[src/rtl/gray_bcd_converter.sv]
// Gray-to-binary-to-BCD converter: synchronises an asynchronous Gray code and
// runs a sequential double-dabble conversion into two packed BCD digits.
module gray_bcd_converter #(
  parameter int GRAY_WIDTH = 4
) (
  input  logic                  clk_i,
  input  logic                  rst_i,
  input  logic [GRAY_WIDTH-1:0] gray_i,
  output logic [7:0]            bcd_o,
  output logic [GRAY_WIDTH-1:0] binary_o,
  output logic                  valid_o,
  output logic                  busy_o
);

  localparam int W  = GRAY_WIDTH;
  localparam int SW = 8 + W;

  typedef enum logic [1:0] {IDLE, LOAD, SHIFT, DONE} state_t;

  state_t         state, next_state;
  logic [W-1:0]   sync1, sync2, last_gray;
  logic [W-1:0]   bin_comb, bin_q;
  logic           force_q;
  logic [SW-1:0]  shreg, shreg_adj;
  logic [2:0]     count;

  // Binary bit i is the XOR of all Gray bits at or above position i.
  always_comb begin
    for (int i = 0; i < W; i++) begin
      bin_comb[i] = ^(sync2 >> i);
    end
  end

  // Add-3 correction on each BCD nibble before the shift.
  // NOTE: every always_comb output gets a default first so no latch is inferred.
  always_comb begin
    shreg_adj = shreg;
    if (shreg[W+3:W] >= 4'd5)   shreg_adj[W+3:W]   = shreg[W+3:W]   + 4'd3;
    if (shreg[W+7:W+4] >= 4'd5) shreg_adj[W+7:W+4] = shreg[W+7:W+4] + 4'd3;
  end

  // NOTE: sequential state always uses non-blocking assignments to avoid races.
  always_ff @(posedge clk_i) begin
    if (rst_i) state <= IDLE;
    else       state <= next_state;
  end

  always_comb begin
    next_state = state;
    case (state)
      IDLE:    if ((sync2 != last_gray) || force_q) next_state = LOAD;
      LOAD:    next_state = SHIFT;
      SHIFT:   if (count == 3'd1) next_state = DONE;
      DONE:    next_state = IDLE;
      default: next_state = IDLE;
    endcase
  end

  always_comb begin
    busy_o = (state != IDLE);
  end

  always_ff @(posedge clk_i) begin
    if (rst_i) begin
      sync1     <= '0;
      sync2     <= '0;
      last_gray <= '0;
      force_q   <= 1'b1;
      bcd_o     <= 8'h00;
      binary_o  <= '0;
      valid_o   <= 1'b0;
    end else begin
      sync1   <= gray_i;
      sync2   <= sync1;
      valid_o <= 1'b0;
      case (state)
        LOAD: begin
          last_gray <= sync2;
          force_q   <= 1'b0;
        end
        DONE: begin
          bcd_o    <= shreg[SW-1:W];
          binary_o <= bin_q;
          valid_o  <= 1'b1;
        end
        default: ;
      endcase
    end
  end

  // NOTE: the conversion datapath is left unreset; LOAD always initialises it
  // before SHIFT or DONE reads it.
  always_ff @(posedge clk_i) begin
    case (state)
      LOAD: begin
        shreg <= {8'h00, bin_comb};
        bin_q <= bin_comb;
        count <= 3'(W);
      end
      SHIFT: begin
        shreg <= {shreg_adj[SW-2:0], 1'b0};
        count <= count - 3'd1;
      end
      default: ;
    endcase
  end

endmodule

[config.mk]
export PLATFORM = sky130hd
export DESIGN_NAME = gray_bcd_converter
export DESIGN_NICKNAME = d
export VERILOG_FILES = /design/src/rtl/gray_bcd_converter.sv
export SDC_FILE = /design/constraint.sdc
export NUM_CORES = 1
export LEC_CHECK = 0
export ABC_AREA = 1
export BUFFER_PORTS_ARGS = -buffer_cell sky130_fd_sc_hd__buf_2
export CAP_MARGIN = 25
export CORE_MARGIN = 4
export CORE_UTILIZATION = 52
export DETAILED_ROUTE_END_ITERATION = 10
export PLACE_DENSITY = 0.85
export SLEW_MARGIN = 20
export SYNTH_ARGS = -nofsm -noshare
export SYNTH_HDL_FRONTEND = slang
export SYNTH_SLANG_ARGS = --single-unit
[constraint.sdc]
create_clock -name clk_i -period 1.4 [get_ports clk_i]
set_clock_uncertainty 0.1 [all_clocks]
set_input_delay 0.42 -clock clk_i [delete_from_list [all_inputs] [get_ports clk_i]]
set_output_delay 0.42 -clock clk_i [all_outputs]
set_load 0.01 [all_outputs]
==> impl_metrics.tcl <==
set metrics [dict create \
    outcome "finished, violations left" \
    violations "negative setup slack" \
    power_density_nw_per_um2 2200 \
    final_max_slew_viol_count 0 \
    r2r_start "shreg[8]" \
    grt_pass1_wl_um 6130 \
    cts-root-buf "clkbuf_8" \
    drtPass1Iterations 4 \
    fin_util 0.668 \
    synth_area_um2 1970 \
    postSynthAreaPerCell_um2 9.25 \
    route.antenna.remaining_nets 0 \
    die_h_um 69.5 \
    max_clock_freq_mhz 641 \
    setup.worst_path.start "state[0]" \
    fin_area_um2 2450 \
    core_area_um2 3660 \
    vias 1437 \
    crit_end "busy_o" \
    crit_arrival_ns 1.04 \
    io_pins 20 \
    clkSinkCount 47 \
    worstSetupPathType "reg2out" \
    tightest_slew_ns 0.333 \
    start_util 0.538 \
    wl_um 3700 \
    end_kind "output pin" \
    place_ws_ns -0.120 \
    grt_pass1_vias 1365 \
    core.rowCount 22 \
    seq_area_frac_synth 0.574 \
    die_w_um 69.5 \
    peakVddDrop_uv 834 \
    crit_required_ns 0.88 \
    setup_viol 8 \
    clkLatencyLatePin_ns 0.30 \
    cts_buffers 5 \
    drv_cap 0 \
    cp_slowest_cell "dfxtp_2" \
    drtIter0Drc 116 \
    portBuffers 19 \
    worstHoldPathType "in2reg" \
    routabilityCongestion 0.835 \
    synth_cells 213 \
    synth_seq_cells 47 \
    dpl.hpwl_um 2400 \
    antenna_found_initial 0 \
    ctsLongestPathBuffers 2 \
    cpMostUsedCell "inv_2" \
    period_share 1.11 \
    worst_slack_ns -0.159 \
    grt_max_degree 22 \
    rsz0062_at_grt "yes" \
    cp_slowest_stage_delay_ns 0.35 \
    place_area_um2 2190 \
    synth_cell_type_count 23 \
    h-tree-depth 2 \
    clk_pin_slew_worst_paths_ns 0.09 \
    cp_cell_sequence "inv_2 > ha_4 > inv_2 > buf_6" \
    antennaDiodeCount 0 \
    nets 263 \
    die_area_um2 4840 \
    crit_fanout 3 \
    areaGrowthSynthToFinish_pct 24.2 \
    cp-start-kind "flip-flop" \
    grt_overflow 0 \
    r2r_end "shreg[9]" \
    layout-drive-gt1-share 0.298 \
    cts_tree "yes" \
    grt.total_usage 0.161 \
    drc 0 \
    synth_fp_nets 229 \
    wl_per_cell_um 12.5 \
    vias_per_cell 4.85 \
    post-route-min-period_ns 1.56 \
    yosysWarnings 0 \
    relSlewSlack 0.778 \
    finalHoldViolCount 0 \
    worst-r2r-setup-slack_ns -0.07 \
    reg2reg_depth 5 \
    leakagePower_nw 1.11 \
]
-- timing repair --
item	in CTS	in global routing
gates resized for setup	18	18
hold buffers	0	0
endpoints found under the setup margin	19	25
setup buffers	2	2
pin swaps	3	5
-- cell families after synthesis --
group                      share of synthesized area
xor gates and xnor gates                      0.0178
AOI/OAI and AO/OA                              0.130
DFF                                            0.574
and+or+nand+nor                                0.130
adders and majority gates                     0.0635
buffers and inverters                         0.0851
-- critical path: cells and delay by family, from the launching register on --
| kind | cells | cell delay [ns] |
|---|---|---|
| adder cells (fa/ha/maj) | 1 | 0.17 |
| flip-flops | 1 | 0.35 |
| buffers and inverters | 3 | 0.22 |
-- worst min path at each step --
stage	startpoint	end	slack, ns	depth (start not counted)
after floorplan	sync1[0]	sync2[0]	0.29	2
after global placement	sync1[3]	sync2[3]	0.29	2
after detailed placement	sync1[1]	sync2[1]	0.30	2
after CTS	gray_i[2]	sync1[2]	0.21	3
after global routing	gray_i[3]	sync1[3]	0.23	3
final	gray_i[2]	sync1[2]	0.22	3
-- report_power, final --
| part | switching [mW] | internal [mW] | leakage, nW |
|---|---|---|---|
| Sequential | 0.241 | 1.98 | 0.415 |
| Combinational | 1.15 | 0.913 | 0.633 |
| Clock | 0.453 | 0.640 | 0.0626 |
| Total | 1.84 | 3.53 | 1.11 |
-- cells in the final DEF (no fill, tap or decap), types with 5 or more instances in the layout --
master / instances
inv_1: 26
clkbuf_8: 5
a21oi_1: 18
nand2_1: 23
buf_2: 18
dfxtp_1: 26
edfxtp_1: 19
o21ai_0: 19
nor2_1: 25
inv_2: 9
buf_4: 12
o21ai_1: 6
-- synthesized netlist by cell type (all sizes together) --
cell type  instances  area [µm²]
a21oi             20         104
a31oi              1        6.26
buf                3        21.3
clkbuf             3        11.3
dfxtp             28         561
edfxtp            19         571
ha                10         125
inv               36         135
nand2             27         106
nand3              2        20.0
nor2              30         118
nor3               1        5.00
o211a              1        10.0
o21ai             27         135
or2                1        6.26
xnor2              2        17.5
xor2               2        17.5
-- layer usage --
layer / vias up / part of all wire / global-route usage
met2: 28 / 0.51 / 0.271
met1: 650 / 0.43 / 0.188
met4: 0 / 0.029 / 0.0933
li1: 748 / - / -
met5: - / 0 / 0
met3: 11 / 0.040 / 0.0362
-- through the flow --
stage	cells	hold slack (ns)	power (mW)	TNS [ns]
after detailed placement	284	0.298	3.85	-1.05
after global placement	284	0.288	3.78	-0.384
final	296	0.223	5.37	-0.403
after CTS	294	0.214	5.18	-0.821
after floorplan	213	0.288	3.20	0
after global routing	296	0.226	5.76	-1.26
-- sequential cells by signal, summed over array words and instances, names as in the netlist, 2 cells and up --
signal / count
state: 2
bin_q: 4
sync2: 4
bcd_o: 8
sync1: 4
count: 3
shreg: 12
binary_o: 4
last_gray: 4
-- layout make-up --
type | count | area (µm²)
clock buffer | 6 | 93.8
clock inverter | 2 | 37.5
fill | 278 | 1210
inverter | 36 | 138
multi-input combinational | 124 | 749
sequential | 47 | 1140
tap | 48 | 60.1
timing repair buffer | 33 | 231
Note: power is estimated with default switching activity, not from simulation.
